<file path="src/rtl/trng_fetcher_pkg.sv">
// Shared types and constants for the TRNG key fetcher: FSM states, the ctrl-port and
// OBI request/response structs, and the control words written to the TRNG.
package trng_fetcher_pkg;

  typedef enum logic [3:0] {
    ST_IDLE    = 4'd0,
    ST_EN_WR   = 4'd1,
    ST_WAIT    = 4'd2,
    ST_POLL    = 4'd3,
    ST_FETCH   = 4'd4,
    ST_RDATA   = 4'd5,
    ST_ACK_SET = 4'd6,
    ST_ACK_CLR = 4'd7,
    ST_DIS_WR  = 4'd8
  } fetch_state_e;

  localparam int CTRL_ACK     = 0;
  localparam int CTRL_ENABLE  = 2;
  localparam int STATUS_READY = 0;

  localparam logic [31:0] CTRL_WORD_OFF = 32'h0000_0000;
  localparam logic [31:0] CTRL_WORD_EN  = 32'h0000_0004;
  localparam logic [31:0] CTRL_WORD_ACK = 32'h0000_0005;

  typedef struct packed {
    logic        valid;
    logic        write;
    logic [31:0] addr;
    logic [31:0] wdata;
    logic [3:0]  wstrb;
  } reg_req_t;

  typedef struct packed {
    logic        ready;
    logic [31:0] rdata;
    logic        error;
  } reg_rsp_t;

  typedef struct packed {
    logic        req;
    logic        we;
    logic [3:0]  be;
    logic [31:0] addr;
    logic [31:0] wdata;
  } obi_req_t;

  typedef struct packed {
    logic        gnt;
    logic        rvalid;
    logic [31:0] rdata;
  } obi_resp_t;

  function automatic reg_req_t reg_write(input logic [31:0] addr, input logic [31:0] data);
    reg_req_t r;
    r.valid = 1'b1;
    r.write = 1'b1;
    r.addr  = addr;
    r.wdata = data;
    r.wstrb = 4'hF;
    return r;
  endfunction

  function automatic reg_req_t reg_read(input logic [31:0] addr);
    reg_req_t r;
    r.valid = 1'b1;
    r.write = 1'b0;
    r.addr  = addr;
    r.wdata = 32'h0000_0000;
    r.wstrb = 4'h0;
    return r;
  endfunction

endpackage

</file>
<file path="src/rtl/trng_key_fifo.sv">
// Synchronous key FIFO with a registered head word; a push into an empty FIFO is visible
// on head_o/valid_o the following cycle.
module trng_key_fifo #(
  parameter int unsigned DEPTH = 4,
  parameter int unsigned WIDTH = 32
) (
  input  logic             clk_i,
  input  logic             rst_i,
  input  logic             push_i,
  input  logic [WIDTH-1:0] push_data_i,
  input  logic             pop_i,
  output logic             full_o,
  output logic             empty_o,
  output logic [WIDTH-1:0] head_o,
  output logic             valid_o
);

  localparam int PW = $clog2(DEPTH);
  localparam int CW = PW + 1;

  logic [WIDTH-1:0] mem [DEPTH];
  logic [PW-1:0]    wptr;
  logic [PW-1:0]    rptr;
  logic [CW-1:0]    count;
  logic [CW-1:0]    count_d;
  logic [WIDTH-1:0] head;
  logic [WIDTH-1:0] head_d;
  logic             valid;
  logic             pop_ok;
  logic             push_ok;

  assign pop_ok  = pop_i && (count != '0);
  assign push_ok = push_i && ((count != CW'(DEPTH)) || pop_ok);

  assign full_o  = (count == CW'(DEPTH));
  assign empty_o = (count == '0);
  assign head_o  = head;
  assign valid_o = valid;

  // Next fill level and next head word.
  always_comb begin
    count_d = count;
    head_d  = head;
    if (push_ok && !pop_ok) begin
      count_d = count + CW'(1);
    end else if (pop_ok && !push_ok) begin
      count_d = count - CW'(1);
    end else begin
      count_d = count;
    end
    // The word after the head comes from memory unless the popped head was the only entry.
    if (pop_ok) begin
      if (count > CW'(1)) begin
        head_d = mem[rptr + PW'(1)];
      end else if (push_ok) begin
        head_d = push_data_i;
      end else begin
        head_d = '0;
      end
    end else if (push_ok && (count == '0)) begin
      head_d = push_data_i;
    end else begin
      head_d = head;
    end
  end

  // Storage array; contents need no reset since valid/count gate every read.
  always_ff @(posedge clk_i) begin
    if (push_ok) begin
      mem[wptr] <= push_data_i;
    end
  end

  // Pointers, count and registered head.
  always_ff @(posedge clk_i) begin
    if (rst_i) begin
      wptr  <= '0;
      rptr  <= '0;
      count <= '0;
      head  <= '0;
      valid <= 1'b0;
    end else begin
      wptr  <= wptr + PW'(push_ok);
      rptr  <= rptr + PW'(pop_ok);
      count <= count_d;
      head  <= head_d;
      valid <= (count_d != '0);
    end
  end

endmodule

</file>
<file path="src/rtl/trng_key_fetcher.sv">
// Autonomous TRNG harvester: enables the TRNG over its ctrl port, polls status, reads keys over
// OBI, acknowledges them and buffers them in a FIFO for a local valid/ready consumer.
module trng_key_fetcher
  import trng_fetcher_pkg::*;
#(
  parameter int unsigned FIFO_DEPTH    = 4,
  parameter int unsigned POLL_INTERVAL = 64,
  parameter logic [31:0] CTRL_ADDR     = 32'h0000_0000,
  parameter logic [31:0] STATUS_ADDR   = 32'h0000_0004,
  parameter logic [31:0] DATA_ADDR     = 32'h0000_0000
) (
  input  logic        clk_i,
  input  logic        rst_i,
  input  logic        start_i,
  input  logic        trng_intr_i,
  output reg_req_t    reg_req_o,
  input  reg_rsp_t    reg_rsp_i,
  output obi_req_t    obi_req_o,
  input  obi_resp_t   obi_resp_i,
  output logic [31:0] key_o,
  output logic        key_valid_o,
  input  logic        key_ready_i,
  output logic        busy_o,
  output logic        err_o
);

  localparam int TIMER_W = (POLL_INTERVAL > 1) ? $clog2(POLL_INTERVAL) : 1;
  localparam logic [TIMER_W-1:0] TIMER_LAST = TIMER_W'(POLL_INTERVAL - 1);

  fetch_state_e     state;
  fetch_state_e     state_d;
  logic [TIMER_W-1:0] timer;
  reg_req_t         reg_req;
  reg_req_t         reg_req_d;
  obi_req_t         obi_req;
  obi_req_t         obi_req_d;
  logic             busy;
  logic             err;
  logic             poll_due;
  logic             fifo_full;
  logic             fifo_empty;
  logic             push;
  logic             pop;
  logic             unused_bits;

  assign poll_due    = trng_intr_i || (timer == TIMER_LAST);
  assign push        = (state == ST_RDATA) && obi_resp_i.rvalid;
  assign pop         = key_valid_o && key_ready_i;
  assign reg_req_o   = reg_req;
  assign obi_req_o   = obi_req;
  assign busy_o      = busy;
  assign err_o       = err;
  assign unused_bits = ^{reg_rsp_i.rdata, fifo_empty};

  // Next-state logic; every bus state advances only on its handshake.
  always_comb begin
    state_d = state;
    case (state)
      ST_IDLE:    if (start_i) state_d = ST_EN_WR; else state_d = ST_IDLE;
      ST_EN_WR:   if (reg_rsp_i.ready) state_d = ST_WAIT; else state_d = ST_EN_WR;
      ST_WAIT: begin
        if (!start_i) begin
          state_d = ST_DIS_WR;
        end else if (fifo_full) begin
          state_d = ST_WAIT;
        end else if (poll_due) begin
          state_d = ST_POLL;
        end else begin
          state_d = ST_WAIT;
        end
      end
      // An error response is treated as "not ready".
      ST_POLL: begin
        if (!reg_rsp_i.ready) begin
          state_d = ST_POLL;
        end else if (!reg_rsp_i.error && reg_rsp_i.rdata[STATUS_READY]) begin
          state_d = ST_FETCH;
        end else begin
          state_d = ST_WAIT;
        end
      end
      ST_FETCH:   if (obi_resp_i.gnt) state_d = ST_RDATA; else state_d = ST_FETCH;
      ST_RDATA:   if (obi_resp_i.rvalid) state_d = ST_ACK_SET; else state_d = ST_RDATA;
      ST_ACK_SET: if (reg_rsp_i.ready) state_d = ST_ACK_CLR; else state_d = ST_ACK_SET;
      ST_ACK_CLR: if (reg_rsp_i.ready) state_d = ST_WAIT; else state_d = ST_ACK_CLR;
      ST_DIS_WR:  if (reg_rsp_i.ready) state_d = ST_IDLE; else state_d = ST_DIS_WR;
      default:    state_d = ST_IDLE;
    endcase
  end

  // Bus requests decoded from the next state so they are registered yet present on state entry.
  always_comb begin
    reg_req_d = '0;
    obi_req_d = '0;
    case (state_d)
      ST_EN_WR:   reg_req_d = reg_write(CTRL_ADDR, CTRL_WORD_EN);
      ST_POLL:    reg_req_d = reg_read(STATUS_ADDR);
      ST_ACK_SET: reg_req_d = reg_write(CTRL_ADDR, CTRL_WORD_ACK);
      ST_ACK_CLR: reg_req_d = reg_write(CTRL_ADDR, CTRL_WORD_EN);
      ST_DIS_WR:  reg_req_d = reg_write(CTRL_ADDR, CTRL_WORD_OFF);
      ST_FETCH: begin
        obi_req_d.req   = 1'b1;
        obi_req_d.we    = 1'b0;
        obi_req_d.be    = 4'hF;
        obi_req_d.addr  = DATA_ADDR;
        obi_req_d.wdata = 32'h0000_0000;
      end
      default: begin
        reg_req_d = '0;
        obi_req_d = '0;
      end
    endcase
  end

  // State, request registers, busy flag and sticky error flag.
  always_ff @(posedge clk_i) begin
    if (rst_i) begin
      state   <= ST_IDLE;
      reg_req <= '0;
      obi_req <= '0;
      busy    <= 1'b0;
      err     <= 1'b0;
    end else begin
      state   <= state_d;
      reg_req <= reg_req_d;
      obi_req <= obi_req_d;
      busy    <= (state_d != ST_IDLE);
      if (reg_req.valid && reg_rsp_i.ready && reg_rsp_i.error) begin
        err <= 1'b1;
      end
    end
  end

  // Poll timer counts WAIT cycles; frozen while the FIFO is full, zero outside WAIT.
  always_ff @(posedge clk_i) begin
    if (rst_i) begin
      timer <= '0;
    end else if (state != ST_WAIT) begin
      timer <= '0;
    end else if (start_i && !fifo_full) begin
      if (poll_due) begin
        timer <= '0;
      end else begin
        timer <= timer + TIMER_W'(1);
      end
    end
  end

  trng_key_fifo #(
    .DEPTH (FIFO_DEPTH),
    .WIDTH (32)
  ) u_fifo (
    .clk_i       (clk_i),
    .rst_i       (rst_i),
    .push_i      (push),
    .push_data_i (obi_resp_i.rdata),
    .pop_i       (pop),
    .full_o      (fifo_full),
    .empty_o     (fifo_empty),
    .head_o      (key_o),
    .valid_o     (key_valid_o)
  );

endmodule

</file>
<file path="config.mk">
export PLATFORM = sky130hd
export DESIGN_NAME = trng_key_fetcher
export DESIGN_NICKNAME = d
export VERILOG_FILES = /design/src/rtl/trng_fetcher_pkg.sv /design/src/rtl/trng_key_fifo.sv /design/src/rtl/trng_key_fetcher.sv
export SDC_FILE = /design/constraint.sdc
export NUM_CORES = 1
export LEC_CHECK = 0
export ABC_CLOCK_PERIOD_IN_PS = 4600
export BUFFER_PORTS_ARGS = -buffer_cell sky130_fd_sc_hd__buf_2
export CORE_MARGIN = 1
export CORE_UTILIZATION = 48
export DETAILED_ROUTE_END_ITERATION = 6
export GPL_TIMING_DRIVEN = 1
export MAX_ROUTING_LAYER = met4
export PLACE_DENSITY_LB_ADDON = 0.2
export SYNTH_ARGS = -nofsm -noshare
export SYNTH_HDL_FRONTEND = slang
export SYNTH_HIERARCHICAL = 1
export SYNTH_SLANG_ARGS = --single-unit
</file>
<file path="constraint.sdc">
create_clock -name clk_i -period 4.6 [get_ports clk_i]
set_input_delay 0.23 -clock clk_i [delete_from_list [all_inputs] [get_ports clk_i]]
set_output_delay 0.23 -clock clk_i [all_outputs]
set_load 0.1 [all_outputs]
</file>
## Word level (Yosys, flattened, before mapping)

Memories as Yosys holds them, arrays and structs flattened.
Index checks and enable logic that the tools add are counted.

- Bits of input ports: 73
- Register bits: 192
- Memories: 1
- Output and inout bits: 175
- Memory bits (writable): 128

- $add $sub $neg: 6
- Muxes and demuxes: 24
- Reductions and logical operators: 25
- $lt $le $gt $ge: 1
- Equality and inequality tests: 18

Memories:

| name | depth | bits a word | rd ports | clocked after memory_dff | write ports | line | RTL |
|---|---|---|---|---|---|---|---|
| u_fifo.mem | 4 | 32 | 1 | 0 | 1 | trng_key_fifo.sv:21 | `logic [WIDTH-1:0] mem [DEPTH];` |

Operators by type and width:

| operator | number |
|---|---|
| 70-bit case mux with 4 select lines | 1 |
| 32-bit two-way mux | 4 |
| 70-bit two-way mux | 1 |
| 4-bit case mux with 9 select lines | 1 |
| 4-bit by 3-bit == test with 1-bit output (second input constant) | 7 |
| 3-bit two-way mux | 5 |
| 4-bit by 2-bit == test with 1-bit output (second input constant) | 3 |
| 1-bit logical AND | 11 |
| 4-bit by 1-bit == test with 1-bit output (second input constant) | 2 |
| 4-bit == test (second input constant) | 2 |
| 4-bit two-way mux | 2 |
| 1-bit two-way mux | 7 |
| 6-bit by 1-bit adder with 6-bit output (second input constant) | 1 |
| 6-bit == test (second input constant) | 1 |
| 6-bit two-way mux | 1 |
| 3-bit nonzero test | 2 |
| 2-bit by 1-bit adder with 2-bit output | 2 |
| 1-bit logical NOT | 4 |
| 4-bit logical NOT | 1 |
| 2-bit two-way mux | 2 |
| 4-bit by 2-bit != test with 1-bit output (second input constant) | 1 |
| 4-bit nonzero test | 1 |
| 2-bit OR reduction | 2 |
| 3-bit by 1-bit adder with 3-bit output (second input constant) | 1 |
| 8 further kinds | 9 |

## Logic depth before layout (Yosys ltp)

- Depth after elaboration: 9
- Gate-level depth with buffers: 11
- Depth with buffers taken out: 9

## Cells and area by module

The synthesis kept the hierarchy.

Modules (own cells, without submodules):

| module | seq. area each (um^2) | area each (um^2) | instances | cells each |
|---|---|---|---|---|
| trng_key_fifo | 4644.5 | 7029.2 | 1 | 423 |
| trng_key_fetcher | 360.3 | 2025.7 | 1 | 236 |

## Least setup slack after synthesis

Ideal clock, no wire load.

- Path kind: register to register
- Start point: register u_fifo.valid, in the netlist u_fifo/valid_o
- End point: memory u_fifo.mem[0][0], enable pin
- Library setup time: 0.468 ns
- Cell stages (with the launch flop): 5
- Buffers on the path: 1
- Path slack: 0.097 ns
- Arrival: 4.036 ns
- Period minus slack after synthesis: 4.503 ns
- Cells stage by stage: dfxtp_1 and2_1 buf_2 o21a_1 nor3b_1

- Cells in the longest elaborated chain, start to end: 6

RTL lines:

| what | line | RTL |
|---|---|---|
| start, declared | trng_key_fifo.sv:28 | `logic valid;` |
| start signal, assigned | trng_key_fifo.sv:87 | `valid <= (count_d != '0);` |
| 1-bit logical AND | trng_key_fetcher.sv:48 | `assign pop = key_valid_o && key_ready_i;` |
| named net pop | trng_key_fetcher.sv:43 | `logic pop;` |
| 1-bit logical AND | trng_key_fifo.sv:32 | `assign pop_ok = pop_i && (count != '0);` |
| 1-bit logical OR | trng_key_fifo.sv:33 | `assign push_ok = push_i && ((count != CW'(DEPTH)) \|\| pop_ok);` |
| 1-bit logical AND | trng_key_fifo.sv:33 |  |
| 1-bit two-way mux | trng_key_fifo.sv:69 | `if (push_ok) begin` |
| 1-bit two-way mux (implied by the code) | trng_key_fifo.sv:70 | `mem[wptr] <= push_data_i;` |
| end, declared | trng_key_fifo.sv:21 |  |

The timed path passes the listed nets, and every way through them passes these cells.

## Final worst setup path

- Start point: register state[2]
- End point: memory u_fifo.mem[2][11], enable pin

- Cells in the longest elaborated chain, start to end: 5

RTL lines:

| what | line | RTL |
|---|---|---|
| start, declared | trng_key_fetcher.sv:30 | `fetch_state_e state;` |
| start signal, assigned | trng_key_fetcher.sv:124 | `state <= state_d;` |
| 4-bit by 3-bit == test with 1-bit output | trng_key_fetcher.sv:47 | `assign push = (state == ST_RDATA) && obi_resp_i.rvalid;` |
| 1-bit logical AND | trng_key_fetcher.sv:47 |  |
| named net push | trng_key_fetcher.sv:42 | `logic push;` |
| 1-bit logical AND | trng_key_fifo.sv:33 |  |
| 1-bit two-way mux | trng_key_fifo.sv:69 |  |
| 1-bit two-way mux (implied by the code) | trng_key_fifo.sv:70 |  |

The timed path passes the listed nets, and every way through them passes these cells.

==> flow_summary.json <==
{
  "core_sq_um": 18200,
  "critPathTopFamily": "simple AND/OR/NAND/NOR gates",
  "yosys-top-cells-area": "edfxtp_1 42%, dfxtp_1 13%, buf_4 11%, mux4_2 8.0%, a311oi_2 5.3%",
  "drv_cap": 0,
  "swShare": 0.305,
  "hold_slack_ns": 0.0348,
  "post_cts_buffers": 0,
  "min_from": "obi_resp_i[28]",
  "numClockSinks": 186,
  "slew_headroom": 0.227,
  "place_ws_ns": 1.64,
  "drv_slew": 0,
  "yosysWarnings": 6,
  "p_sw_mw": 1.20,
  "place.gp.congestion": 0.834,
  "worstMarginPinSlew_ns": 1.16,
  "hold_violations": 0,
  "seqPwrFrac": 0.455,
  "cts-htree-levels": 4,
  "synth_compound_area_frac": 0.109,
  "fin_crit_ns": 2.95,
  "num-fill-cells": 1496,
  "die_w_um": 139,
  "end_kind": "flop",
  "cts_buffer_depth": 2,
  "critPathKind": "flop to flop",
  "die_y_um": 139,
  "drc_errors": 0,
  "pwr-share-clk": 0.389,
  "crit_chain": "nor2b_4, and3_1, o21a_1, nand2_1, nor2_4, buf_4",
  "syn_area_per_cell_sq_um": 13.7,
  "power_frac_comb": 0.157,
  "dr_total_vias": 5100,
  "nNetsFinal": 802,
  "first_iter_violations": 303,
  "synthCells": 659,
  "tns_ns": 0,
  "min_path_cells": 1,
  "grt_max_degree": 65,
  "wire_per_inst_um": 18.1,
  "cts_resized": 0,
  "r2r_cells": 6,
  "antenna_found_initial": 1,
  "rsz0062_at_grt": "false",
  "clock_skew_ns": 0.00859,
  "status": "completed",
  "numPortBuffers": 90,
  "ys_ff_latch": 186,
  "min_period_over_period": 0.641,
  "cts_buffers": 17,
  "muxShareOfSynthArea": 0.0879,
  "reg2reg_slack_ns": 1.65,
  "start_kind": "flop",
  "leakagePower_nw": 3.41,
  "hold_end": "u_fifo/mem[0][28]",
  "powerDensity_nw_per_um2": 409,
  "synthXorXnorAreaFrac": 0.00677,
  "clock_latency_ns": 0.43,
  "yosysUniqueCellTypes": 62,
  "start_util": 0.497,
  "grt_pass1_vias": 4999,
  "p_total_mw": 3.95,
  "crit_buf_inv": 1,
  "vdd_ir_drop_max_uv": 268,
  "synth_edf_count": 128,
  "grt_pass1_wl_um": 27900,
  "reg2reg_from": "state[2]",
  "async_flop_share": 0,
  "ant_nets": 0,
  "synth_top_family_by_area": "buffers and inverters",
  "final_common_cell": "edfxtp_1",
  "clkTransAtPathRegs_ns": 0.07,
  "crit_required_ns": 4.72,
  "crit_cells": 6,
  "ys_seq_area_frac": 0.553,
  "p_int_mw": 2.75,
  "timing.rr.end": "u_fifo/mem[2][11]",
  "area_growth_pct": 6.62,
  "final_cell_mix": "128 x edfxtp_1, 126 x conb_1, 90 x buf_2",
  "setup_ws_ns": 1.65,
  "crit_arrival_ns": 3.07,
  "cts_tree": "built",
  "synthAdderAreaFrac": 0.00967,
  "slowest_delay_ns": 0.66,
  "fmax_ghz": 0.339,
  "firstDrtPassIters": 4,
  "synth_top_cell_by_area": "edfxtp_1",
  "avgViaCountPerCell": 5.28,
  "syn_area_sq_um": 9050,
  "ios": 248,
  "hp-class": "primary input to flop",
  "track_usage": 0.195,
  "numPlacedInstances": 932,
  "grt_overflow": 0,
  "crit_fanout": 22,
  "die_area_sq_um": 19400,
  "synth_simple_gate_area_frac": 0.0836,
  "layout-drive-gt1-share": 0.298,
  "slowest_stage": "nor2_4",
  "cts-root-buf": "clkbuf_16",
  "cts_hold_buf": 0,
  "fp-row-count": 49,
  "routed_wl_um": 17500,
  "yosysTopAreaCellShare": 0.424,
  "hpwlAfterDp_um": 10700,
  "ys.flop_type": "edfxtp_1",
  "setup_viol_count_final": 0,
  "stdcell_count": 966
}
power by group through the flow:
stage / clock network, mW / logic, mW / registers, mW
2_1_floorplan: 0 / 0.627 / 1.87
3_3_place_gp: 0 / 0.613 / 1.83
3_5_place_dp: 0 / 0.617 / 1.83
4_1_cts: 1.56 / 0.617 / 1.80
5_1_grt: 1.63 / 0.636 / 1.80
6_report: 1.54 / 0.619 / 1.80
logic make-up (layout without fill, tap and decap cells):
kind of cell	Yosys count	in the layout
xor+xnor	7	7
compound gates	93	93
fa+ha+maj	7	7
flops	186	186
mux	39	39
simple gates	139	139
buf+inv	187	138
other cells	1	128
through the flow:
stage	area, sq um	util
floorplan	9520	-
global placement	9030	0.496
detailed placement	9030	0.496
CTS	9650	0.530
global route	9650	0.530
finish	9650	0.530
cells in the mapped netlist (2+ instances only):
cell type,count
o21ai_1,2
buf_4,136
mux4_2,32
buf_2,16
o21a_1,2
mux2i_1,6
inv_1,9
nor3b_1,4
edfxtp_1,128
o211ai_1,34
nand4_1,2
dfxtp_1,58
xnor2_1,4
a21oi_1,5
nor2_2,5
nor2_1,52
and3_1,3
buf_6,12
a31oi_1,3
buf_8,3
ha_1,7
a22oi_1,2
and2_1,2
nand2_1,10
a311oi_2,32
clkbuf_1,10
nand3_1,35
xor2_1,3
nor2b_1,8
nand2b_4,2
worst max-delay path by stage:
stage                   start                end
2_1_floorplan  u_fifo/valid_o   u_fifo/mem[0][0]
3_3_place_gp         state[2]   u_fifo/mem[2][5]
3_5_place_dp         state[2]  u_fifo/mem[2][14]
4_1_cts              state[2]  u_fifo/mem[2][15]
5_1_grt              state[2]  u_fifo/mem[2][19]
6_report             state[2]  u_fifo/mem[2][11]
metal layers:
metal,GRT usage,vias up,wire [um],part of all wire
li1,-,2333,-,-
met1,0.235,2552,7580,0.43
met2,0.326,197,8800,0.50
met3,0.0447,18,953,0.054
met4,0.0550,0,189,0.011
met5,-,-,0,0
worst reg2reg max path: cells and delay by family, from the launching register on:
family,cells,cell delay [ns]
compound gates,1,0.27
buf+inv,1,0.36
flops,1,0.57
simple gates,4,1.44
registers in the layout, indices dropped and copies added (netlist names), 2 cells and up:
name and count:
state 4, u_fifo/count 3, reg_req_o 5, u_fifo/rptr 2, u_fifo/mem 128, timer 6
u_fifo/head_o 32, u_fifo/wptr 2
final cells by class:
class,instances,area [sq um],share of cell area
Sequential cell,186,5010,0.519
Multi-Input combinational cell,411,3190,0.330
Timing Repair Buffer,97,515,0.0534
Clock buffer,18,429,0.0445
Tap cell,229,287,0.0297
Clock inverter,14,191,0.0198
Inverter,9,33.8,0.00350
Antenna cell,2,5.00,0.000518
(Power assumes the default switching activity.)
